`config.mk`:
```
export PLATFORM = sky130hd
export DESIGN_NAME = cc_miss_req_unit
export DESIGN_NICKNAME = d
export VERILOG_FILES = /design/src/rtl/cc_pkg.sv /design/src/rtl/cc_miss_req_unit.sv
export SDC_FILE = /design/constraint.sdc
export NUM_CORES = 1
export LEC_CHECK = 0
export ABC_AREA = 1
export ABC_CLOCK_PERIOD_IN_PS = 1240
export CAP_MARGIN = 20
export CORE_UTILIZATION = 33
export CTS_BUF_LIST = sky130_fd_sc_hd__clkbuf_8
export CTS_CLUSTER_SIZE = 25
export DETAILED_ROUTE_END_ITERATION = 8
export HOLD_SLACK_MARGIN = 0.05
export PLACE_DENSITY = 0.89
export SYNTH_ARGS = -nofsm -noshare
export SYNTH_HDL_FRONTEND = slang
export SYNTH_SLANG_ARGS = --single-unit
export TNS_END_PERCENT = 30
```
`constraint.sdc`:
```
create_clock -name clk -period 1.24 [get_ports clk]
set_input_delay 0.372 -clock clk [delete_from_list [all_inputs] [get_ports clk]]
set_output_delay 0.372 -clock clk [all_outputs]
set_load 0.02 [all_outputs]
```
`src/rtl/cc_pkg.sv`:
```
// Shared definitions for the cache-miss request path: AXI read constants,
// miss-address field positions and the request FSM state type.
package cc_pkg;

  localparam logic [1:0] AXI_BURST_WRAP = 2'b10;
  localparam logic [2:0] AXI_SIZE_8B    = 3'b011;
  localparam logic [3:0] LINE_ARLEN     = 4'd7;

  // Miss-address fields: tag, set index and 64-bit word offset within the line.
  localparam int TAG_MSB  = 31;
  localparam int TAG_LSB  = 15;
  localparam int IDX_MSB  = 14;
  localparam int IDX_LSB  = 6;
  localparam int WOFF_MSB = 5;
  localparam int WOFF_LSB = 3;

  typedef enum logic {
    ST_IDLE   = 1'b0,
    ST_AR_REQ = 1'b1
  } cc_state_e;

  // WRAP bursts start at the critical 64-bit word, so only byte bits are cleared.
  function automatic logic [31:0] beat_align(input logic [31:0] addr);
    return {addr[31:WOFF_LSB], {WOFF_LSB{1'b0}}};
  endfunction

endpackage

```
`src/rtl/cc_miss_req_unit.sv`:
```
// Turns accepted cache misses into critical-word-first AXI WRAP read bursts,
// pushes each miss address to the fill-stage FIFO and limits bursts in flight.
module cc_miss_req_unit
  import cc_pkg::*;
#(
  parameter  int MAX_OUTSTANDING = 4,
  localparam int CNT_W           = $clog2(MAX_OUTSTANDING + 1)
) (
  input  logic             clk,
  input  logic             rst_n,
  input  logic             miss_req_valid_i,
  input  logic [31:0]      miss_req_addr_i,
  output logic             miss_req_ready_o,
  output logic             mem_arvalid_o,
  output logic [31:0]      mem_araddr_o,
  output logic [3:0]       mem_arlen_o,
  output logic [2:0]       mem_arsize_o,
  output logic [1:0]       mem_arburst_o,
  input  logic             mem_arready_i,
  input  logic             mem_rvalid_i,
  input  logic             mem_rready_i,
  input  logic             mem_rlast_i,
  input  logic             miss_addr_fifo_full_i,
  output logic             miss_addr_fifo_wren_o,
  output logic [31:0]      miss_addr_fifo_wdata_o,
  output logic [CNT_W-1:0] outstanding_o,
  output cc_state_e        dbg_state_o
);

  // Handshakes: a miss is taken when miss_req_valid_i & miss_req_ready_o, an AR
  // burst leaves when mem_arvalid_o & mem_arready_i, and a burst retires when
  // mem_rvalid_i & mem_rready_i & mem_rlast_i; arvalid stays high until taken.

  cc_state_e        r_state;
  cc_state_e        w_state_nxt;
  logic [31:0]      r_araddr;
  logic [CNT_W-1:0] r_outst;
  logic             w_ready;
  logic             w_accept;
  logic             w_ar_hs;
  logic             w_rlast_hs;

  assign w_ar_hs    = (r_state == ST_AR_REQ) && mem_arready_i;
  assign w_rlast_hs = mem_rvalid_i && mem_rready_i && mem_rlast_i;

  always_comb begin
    w_state_nxt = r_state;
    w_ready     = 1'b0;
    w_accept    = 1'b0;
    case (r_state)
      ST_IDLE: begin
        // rst_n gating keeps ready low for the whole time reset is held.
        w_ready  = rst_n && (r_outst < CNT_W'(MAX_OUTSTANDING)) && !miss_addr_fifo_full_i;
        w_accept = w_ready && miss_req_valid_i;
        if (w_accept) w_state_nxt = ST_AR_REQ;
      end
      ST_AR_REQ: begin
        if (mem_arready_i) w_state_nxt = ST_IDLE;
      end
      default: w_state_nxt = ST_IDLE;
    endcase
  end

  always_ff @(posedge clk or negedge rst_n) begin
    if (!rst_n) begin
      r_state  <= ST_IDLE;
      r_araddr <= '0;
    end else begin
      r_state <= w_state_nxt;
      if (w_accept) r_araddr <= beat_align(miss_req_addr_i);
    end
  end

  // Issue and retire in the same cycle cancel; a stray RLAST at zero is ignored.
  always_ff @(posedge clk or negedge rst_n) begin
    if (!rst_n) begin
      r_outst <= '0;
    end else begin
      case ({w_ar_hs, w_rlast_hs})
        2'b10:   r_outst <= r_outst + CNT_W'(1);
        2'b01:   if (r_outst != '0) r_outst <= r_outst - CNT_W'(1);
        default: r_outst <= r_outst;
      endcase
    end
  end

  assign miss_req_ready_o       = w_ready;
  assign miss_addr_fifo_wren_o  = w_accept;
  assign miss_addr_fifo_wdata_o = miss_req_addr_i;
  assign mem_arvalid_o          = rst_n && (r_state == ST_AR_REQ);
  assign mem_araddr_o           = r_araddr;
  assign mem_arlen_o            = LINE_ARLEN;
  assign mem_arsize_o           = AXI_SIZE_8B;
  assign mem_arburst_o          = AXI_BURST_WRAP;
  assign outstanding_o          = r_outst;
  assign dbg_state_o            = r_state;

  a_araddr_stable: assert property (@(posedge clk) disable iff (!rst_n)
    (mem_arvalid_o && !mem_arready_i) |=> $stable(mem_araddr_o));
  a_no_push_when_full: assert property (@(posedge clk) disable iff (!rst_n)
    miss_addr_fifo_wren_o |-> !miss_addr_fifo_full_i);
  a_outst_bounded: assert property (@(posedge clk) disable iff (!rst_n)
    r_outst <= CNT_W'(MAX_OUTSTANDING));

endmodule

```
==> results of run 1 <==
-- power by group --
group	switching, uW	leakage [uW]	internal (uW)	total [uW]
Sequential	277	0.000410	1600	1870
Combinational	1620	0.00117	1050	2680
Clock	384	0.0000626	647	1030
-- cell usage after synthesis --
cell type	instances	share of area [%]
nand2_1	109	23
buf_4	44	19
dfrtp_1	33	47
inv_1	8	1.7
nand3_1	4	1.1
buf_2	3	0.86
buf_6	3	1.9
nor2_1	3	0.65
conb_1	2	0.43
inv_2	2	0.43
o21ai_0	2	0.57
ha_1	1	0.72
nand2_2	1	0.36
nor3_4	1	0.93
xor2_1	1	0.50
-- state kept, by name (all words and copies together) (netlist names) --
| name | count |
|---|---|
| mem_araddr_o | 29 |
| dbg_state_o | 1 |
| outstanding_o | 3 |
-- cell families (layout without fill, tap and decap cells) --
logic type,after synthesis,in the layout,synth area share [%]
adders and majority gates,1,1,0.717
xor gates and xnor gates,1,1,0.502
DFF,33,33,47.3
and+or+nand+nor,118,118,26.5
buffers and inverters,60,140,23.9
other,2,12,0.431
AOI/OAI and AO/OA,2,2,0.574
-- path summary, 6_finish.rpt --
| check | endpoint | cells after the start |
|---|---|---|
| max | miss_addr_fifo_wren_o | 6 |
| min | mem_araddr_o[5] | 2 |
| max reg2reg | mem_araddr_o[25] | 10 |
| min reg2reg | mem_araddr_o[27] | 2 |
| max in group asynchronous | dbg_state_o | 3 |
| min in group clk | dbg_state_o | 2 |
-- per-stage QoR --
step / total power (uW) / utilization, % / std cells / worst slack, ns / area [sq um]
2_1_floorplan: 3420 / - / 227 / -0.300 / 1800
3_3_place_gp: 4850 / 51.8 / 365 / -0.952 / 2640
3_5_place_dp: 4930 / 51.8 / 365 / -0.922 / 2640
4_1_cts: 5520 / 51.7 / 374 / -0.415 / 2640
5_1_grt: 5970 / 54.8 / 377 / -0.404 / 2800
6_report: 5580 / 54.8 / 377 / -0.349 / 2800
-- worst max-delay path: stages (launching register included) --
cell	delay, ns
dfrtp_2	0.41
inv_2	0.06
nand2_2	0.05
nor3_4	0.14
nand2_2	0.10
inv_2	0.07
buf_6	0.11
-- layout make-up --
cell class                      instances  share of cell area [%]
Inverter                               10                    1.34
Timing Repair Buffer                  122                    38.7
Clock buffer                            6                    2.95
Clock inverter                          2                    1.21
Tap cell                               70                    3.13
Sequential cell                        33                    29.6
Multi-Input combinational cell        134                    23.0
-- per-layer routing --
layer | wire [microns] | vias to the layer above
met5 | 0 | -
met4 | 44 | 0
met3 | 274 | 5
met2 | 2520 | 75
met1 | 1730 | 745
li1 | - | 772
-- timing repair --
item / CTS / global route
gates cloned: 0 / 2
buffers inserted: 1 / 1
pin swaps: 2 / 9
setup endpoints to repair: 98 / 39
resized for setup: 362 / 33
==> qor.csv, run 1 <==
stage,metric,value,unit
sta,period_share,128,%
global_route,met2_usage,27.8,%
outcome,violations,negative setup slack,
setup_path,critical_path_required,0.87,ns
clock_tree,numCtsBuffers,5,
setup_path,r2r-start,dbg_state_o,
sta,setup_viol,36,
finish,seq_area,828,sq um
clock_tree,cts_tree,yes,
synth,ys_seq_area_share,47.3,%
flow_run,cap_violations,0,
setup_path,start_kind,flip-flop,
die,die_h,74.7,microns
routing,dr.pass1.iters,4,
synth,synth_seq_cells,33,
finish,multi_input_area,644,sq um
die,die_area,5580,sq um
worst_hold_path,hold_path.class,in2async,
routing,drc,0,
sta,clock-skew-final,0.00408,ns
finish,syn_to_final_growth,60.3,%
clock_tree,cts-root-buf,clkbuf_8,
die,initial_core_util,34.1,%
setup_path,path_max_fanout,2,
finish,layout_commonest_cell,nand2_1,
sta,rsz0062_at_grt,yes,
pwr,p_leak,0.00164,uW
sta,period_minus_slack,1.59,ns
finish,drive_above_1_share,40.7,%
routing,wl_per_cell,12.1,microns
clock_tree,holdBufCountCts,0,
synth,syn_area,1740,sq um
global_route,grt_pass1_wl,6.40,mm
clock_tree,h-tree-depth,2,
global_route,grt_util_met3,3.61,%
sta,fmax,629,MHz
routing,wl,4.57,mm
synth,avgSynthCellArea,8.04,sq um
sta,hold_viol_final,0,
global_route,grt_overflow_total,0,
sta,setup_tns,-5.20,ns
clock_tree,cts.sinks,33,
setup_path,r2r_slack,-0.16,ns
placed_design,portBuffers,101,
global_route,grt_usage,15.0,%
sta,worst_slack,-0.349,ns
clock_tree,clock_path_buffers,2,
global_route,grt_pass1_vias,1468,
global_route,antenna_found_initial,0,
clock_tree,path_clk_slew,0.07,ns
pwr,powerDensity,2000,nW/um^2
placed_design,place.gp.congestion,0.869,
finish,fill_cells,502,
finish,nNetsFinal,347,
synth,yosysUniqueCellTypes,15,
routing,num_vias,1597,
routing,detail_route.iter0.violations,33,
clock_tree,worstSkewPairLatency,0.28,ns
sta,drv_slew,0,
setup_path,path_class,reg2out,
global_route,gr-max-usage-layer,met2,
finish,layout_common_cells,"nand2_1 (90), buf_6 (36), buf_2 (32)",
synth,ys_warn_count,0,
global_route,grt_util_met1,16.3,%
setup_path,critPathCaptureType,output port,
sta,whs,0.124,ns
die,core,5110,sq um
die,die_w,74.7,microns
outcome,status,finished with violations,
setup_path,crit_start,dbg_state_o,
die,fp-row-count,26,
synth,netlist_instances,217,
routing,antenna_left,0,
pwr,ir_drop,0.00108,V
die,io_pins,120,
setup_path,arrival,1.22,ns
placed_design,dp_hpwl,3.11,mm
routing,viasPerCell,4.24,
finish,diodes,0,
global_route,grt_start_max_net_pins,31,
(Power assumes the default switching activity.)
==> run 2: changes to the inputs <==
Settings changed: CAP_MARGIN 20 to 10, CORE_ASPECT_RATIO from default to 0.5, PLACE_DENSITY 0.89 to 0.8.
==> run 2 against run 1 <==
Against the previous run:
- count of clock-buffer cells in the layout is 1 higher
- largest cell class unchanged
- maximum frequency up 1.0%
- utilization rose by 1.0 points
- global-route usage rose by 1.8 points
- the run still ends with negative setup slack left
- non-clock buffer count up 14
- register-to-register slack is essentially flat
- critical path depth unchanged
- sequential share of layout area rose by 0.080 points
==> qor.csv, run 2 (synthesis results as in run 1) <==
stage,metric,value,unit
clock_tree,cts.sinks,33,
routing,viasPerCell,4.05,
placed_design,dp_slack,-1.03,ns
pwr,netSwitchingFraction,42.1,%
finish,nNetsFinal,361,
routing,wl_per_cell,11.7,microns
pwr,p_seq_share,34.5,%
routing,dr.pass1.iters,4,
sta,fmax,636,MHz
outcome,status,finished with violations,
routing,num_vias,1583,
global_route,grt_start_max_net_pins,31,
sta,rsz0062_at_grt,yes,
pwr,ir_drop,0.000643,V
setup_path,path_class,reg2out,
global_route,grt_overflow_total,0,
die,initial_core_util,34.9,%
finish,multi_input_area,581,sq um
clock_tree,clock_path_buffers,2,
finish,seq_area,828,sq um
finish,fill_cells,456,
pwr,powerDensity,1980,nW/um^2
setup_path,critical_path_required,0.87,ns
clock_tree,holdBufCountCts,0,
setup_path,path_max_fanout,2,
die,die_w,105,microns
pwr,p_int,3200,uW
sta,period_share,127,%
clock_tree,worstSkewPairLatency,0.29,ns
clock_tree,numCtsBuffers,5,
global_route,grt_pass1_vias,1573,
clock_tree,cts-root-buf,clkbuf_8,
global_route,grt_pass1_wl,7.20,mm
routing,detail_route.iter0.violations,30,
placed_design,portBuffers,101,
clock_tree,path_clk_slew,0.07,ns
sta,setup_tns,-3.83,ns
routing,antenna_left,0,
outcome,violations,negative setup slack,
sta,hold_viol_final,0,
setup_path,ff2ff_path_depth,12,
clock_tree,cts_tree,yes,
placed_design,dp_cells,379,
global_route,antenna_found_initial,0,
placed_design,place.gp.congestion,0.768,
pwr,clkPwrFrac,16.0,%
routing,drc,0,
setup_path,critPathCaptureType,output port,
clock_tree,h-tree-depth,2,
placed_design,dp_hpwl,3.53,mm
die,io_pins,120,
setup_path,start_kind,flip-flop,
finish,diodes,0,
pwr,p_leak,0.00162,uW
finish,layout_common_cells,"nand2_1 (104), buf_6 (38), dlygate4sd2_1 (34)",
finish,instances_no_fill,391,
sta,drv_slew,0,
finish,drive_above_1_share,38.9,%
sta,worst_slack,-0.333,ns
setup_path,crit_end,miss_addr_fifo_wren_o,
die,die_h,53.4,microns
setup_path,arrival,1.20,ns
sta,period_minus_slack,1.57,ns
routing,wl,4.59,mm
pwr,p_comb_share,49.6,%
pwr,power.switching,2330,uW
worst_hold_path,hold_path.class,in2async,
setup_path,r2r_slack,-0.17,ns
setup_path,rr_endpoint,outstanding_o[2],
sta,setup_viol,37,
finish,syn_to_final_growth,59.9,%
die,core,5000,sq um
finish,layout_commonest_cell,nand2_1,
die,fp-row-count,18,
die,die_area,5600,sq um
global_route,grt_usage,16.9,%
flow_run,cap_violations,0,
sta,clock-skew-final,0.00612,ns
setup_path,r2r-start,dbg_state_o,
setup_path,crit_start,dbg_state_o,
finish,largest_reg_flops,29,
[run 2: how the worst min path moves through the flow]
stage | startpoint | slack [ns] | endpoint | depth (start not counted)
2_1_floorplan | rst_n | 0.08 | dbg_state_o | 0
3_3_place_gp | mem_araddr_o[28] | 0.46 | mem_araddr_o[28] | 2
3_5_place_dp | mem_araddr_o[14] | 0.46 | mem_araddr_o[14] | 2
4_1_cts | rst_n | 0.29 | mem_araddr_o[28] | 2
5_1_grt | rst_n | 0.31 | mem_araddr_o[28] | 2
6_report | rst_n | 0.28 | mem_araddr_o[28] | 2
[run 2: routing by layer]
metal | vias up | track usage, % | share of wire [%]
met5 | - | 0 | 0
met4 | 0 | 7.98 | 1.6
met3 | 9 | 3.82 | 2.7
met2 | 32 | 33.7 | 57
met1 | 737 | 17.5 | 38
li1 | 805 | - | -
[run 2: repair_timing]
action / CTS / global route
pin swaps: 6 / 3
buffers inserted: 3 / 3
resized for setup: 367 / 17
setup endpoints to repair: 98 / 44
[run 2: stage by stage]
| step | hold slack (ns) | utilization (%) | power, uW | area, sq um |
|---|---|---|---|---|
| after floorplan | 0.0764 | - | 3420 | 1800 |
| after global placement | 0.463 | 55.1 | 4920 | 2750 |
| after detailed placement | 0.465 | 55.1 | 5010 | 2750 |
| after CTS | 0.290 | 54.8 | 5450 | 2740 |
| after global routing | 0.307 | 55.8 | 5890 | 2790 |
| final | 0.283 | 55.8 | 5530 | 2790 |
[run 2: layout make-up]
type / count / share of cell area (%)
clock buffer: 7 / 3.45
clock inverter: 1 / 0.179
inverter: 10 / 1.35
multi-input combinational: 134 / 20.8
sequential: 33 / 29.7
tap: 70 / 3.14
timing repair buffer: 136 / 41.4
[run 2: worst max-delay path, cell delays in order, from the launching register on]
cell     delay (ns)
dfrtp_2        0.41
inv_2          0.06
nand2_2        0.05
nor3_4         0.13
nand2_2        0.09
inv_2          0.07
buf_6          0.11
[run 2: power by group through the flow]
| stage | Clock (uW) | Sequential, uW | Combinational (uW) |
|---|---|---|---|
| after floorplan | 0 | 2560 | 856 |
| after global placement | 0 | 1890 | 3030 |
| after detailed placement | 0 | 1910 | 3100 |
| after CTS | 899 | 1890 | 2660 |
| after global routing | 952 | 1970 | 2970 |
| final | 882 | 1910 | 2740 |
==> run 3: changes to the inputs <==
Settings changed: CORE_MARGIN from default to 4, HOLD_SLACK_MARGIN 0.05 to default.
==> run 3 against run 2 <==
Against the previous run:
- the flow still finishes with violations (negative setup slack)
- via count up 2.9%
- critical endpoint unchanged
- count of clock-buffer cells in the layout decreased by 2
- combinational power grew 4%
- critical path type unchanged
- sequential share of layout area fell by 0.60 points
==> qor.csv, run 3 (synthesis results as in run 1) <==
stage,metric,value,unit
global_route,grt_pass1_wl,7.76,mm
global_route,grt_usage,14.6,%
pwr,powerDensity,1930,nW/um^2
finish,instances_no_fill,400,
sta,worst_slack,-0.351,ns
clock_tree,worstSkewPairLatency,0.27,ns
die,fp-row-count,18,
placed_design,dp_cells,386,
placed_design,portBuffers,101,
setup_path,arrival,1.22,ns
sta,rsz0062_at_grt,yes,
setup_path,critical_path_required,0.87,ns
global_route,antenna_found_initial,1,
global_route,grt_start_max_net_pins,34,
routing,dr.pass1.iters,4,
pwr,ir_drop,0.000835,V
die,die_area,6580,sq um
die,die_w,111,microns
sta,setup_tns,-4.82,ns
finish,syn_to_final_growth,63.2,%
routing,wl_per_cell,12.8,microns
clock_tree,numCtsBuffers,5,
sta,setup_viol,37,
outcome,violations,negative setup slack,
finish,final_core_util,56.7,%
die,die_h,59.4,microns
routing,antenna_left,0,
clock_tree,h-tree-depth,2,
sta,period_minus_slack,1.59,ns
worst_hold_path,hold_path.class,in2reg,
routing,detail_route.iter0.violations,79,
routing,drc,0,
placed_design,dp_hpwl,3.87,mm
global_route,grt_overflow_total,0,
global_route,grt_pass1_vias,1614,
outcome,status,finished with violations,
setup_path,path_class,reg2out,
die,initial_core_util,34.7,%
finish,drive_above_1_share,41.6,%
sta,hold_viol_final,0,
placed_design,place.gp.congestion,0.749,
setup_path,path_max_fanout,2,
routing,wl,5.12,mm
clock_tree,path_clk_slew,0.07,ns
clock_tree,cts-root-buf,clkbuf_8,
finish,largest_reg_flops,29,
routing,num_vias,1629,
finish,nNetsFinal,369,
sta,clock-skew-final,0.00166,ns
sta,fmax,628,MHz
flow_run,cap_violations,0,
sta,period_share,128,%
die,io_pins,120,
finish,layout_commonest_cell,nand2_1,
setup_path,start_kind,flip-flop,
die,core,5020,sq um
routing,viasPerCell,4.07,
clock_tree,cts.sinks,33,
clock_tree,clock_path_buffers,2,
finish,fill_cells,466,
sta,drv_slew,0,
pwr,p_leak,0.00166,uW
clock_tree,cts_tree,yes,
setup_path,critPathCaptureType,output port,
finish,layout_common_cells,"nand2_1 (101), buf_4 (41), buf_6 (36)",
[run 3: changes by cell type in the layout (fill, tap and decap cells not counted), sizes merged]
cell	before	now
clkinvlp	0	1
dlymetal6s2s	1	3
diode	0	1
clkinv	1	2
clkbuf	7	5
buf	100	108
dlygate4sd2	34	32
[run 3: routing by layer]
metal  track usage, %  vias to the layer above  part of all wire (%)
met3             3.98                        4                   4.0
met2             29.0                       35                    58
met4             3.51                        0                  0.66
li1                 -                      813                     -
met5                0                        -                     0
met1             15.9                      777                    37
[run 3: path summary, 6_finish.rpt]
path                                         end       startpoint  slack (ns)  cells past startpoint
max                        miss_addr_fifo_wren_o      dbg_state_o       -0.35                      6
min reg2reg                      mem_araddr_o[7]  mem_araddr_o[7]        0.48                      2
min                                  dbg_state_o    mem_arready_i        0.38                      2
max reg2reg                     outstanding_o[2]      dbg_state_o       -0.31                     13
min in group asynchronous       mem_araddr_o[22]            rst_n        0.39                      3
max in group asynchronous       outstanding_o[2]            rst_n        0.54                      3
[run 3: worst max-delay path, cell delays in order (launching register included)]
cell and delay (ns):
dfrtp_2 0.42, inv_2 0.06, nand2_2 0.05, nor3_4 0.15
nand2_2 0.08, inv_2 0.07, buf_6 0.11
[run 3: area by class of cell]
class	count	area, sq um	area share, %
inverter	10	37.5	1.32
antenna	1	2.50	0.0879
timing repair buffer	144	1200	42.0
tap	70	87.6	3.08
multi-input combinational	134	608	21.4
clock inverter	3	17.5	0.615
sequential	33	828	29.1
clock buffer	5	68.8	2.42
[run 3: power by group]
group | internal, uW | switching (uW)
registers | 1600 | 283
logic | 1120 | 1720
clock network | 387 | 396
[run 3: what timing repair did]
action	in CTS	in global routing
setup endpoints to repair	98	41
pin swaps	2	6
gates resized for setup	359	20
hold buffers	0	0
gates cloned	0	0
setup buffers	2	3
[run 3: per-stage QoR]
| stage | hold WS (ns) | setup WS (ns) | total power, uW | instance area, sq um |
|---|---|---|---|---|
| 3_5_place_dp | 0.465 | -0.952 | 5070 | 2810 |
| 3_3_place_gp | 0.464 | -0.948 | 4970 | 2810 |
| 5_1_grt | 0.386 | -0.431 | 5870 | 2850 |
| 2_1_floorplan | 0.0764 | -0.300 | 3420 | 1800 |
| 6_report | 0.384 | -0.351 | 5500 | 2850 |
| 4_1_cts | 0.398 | -0.393 | 5410 | 2760 |
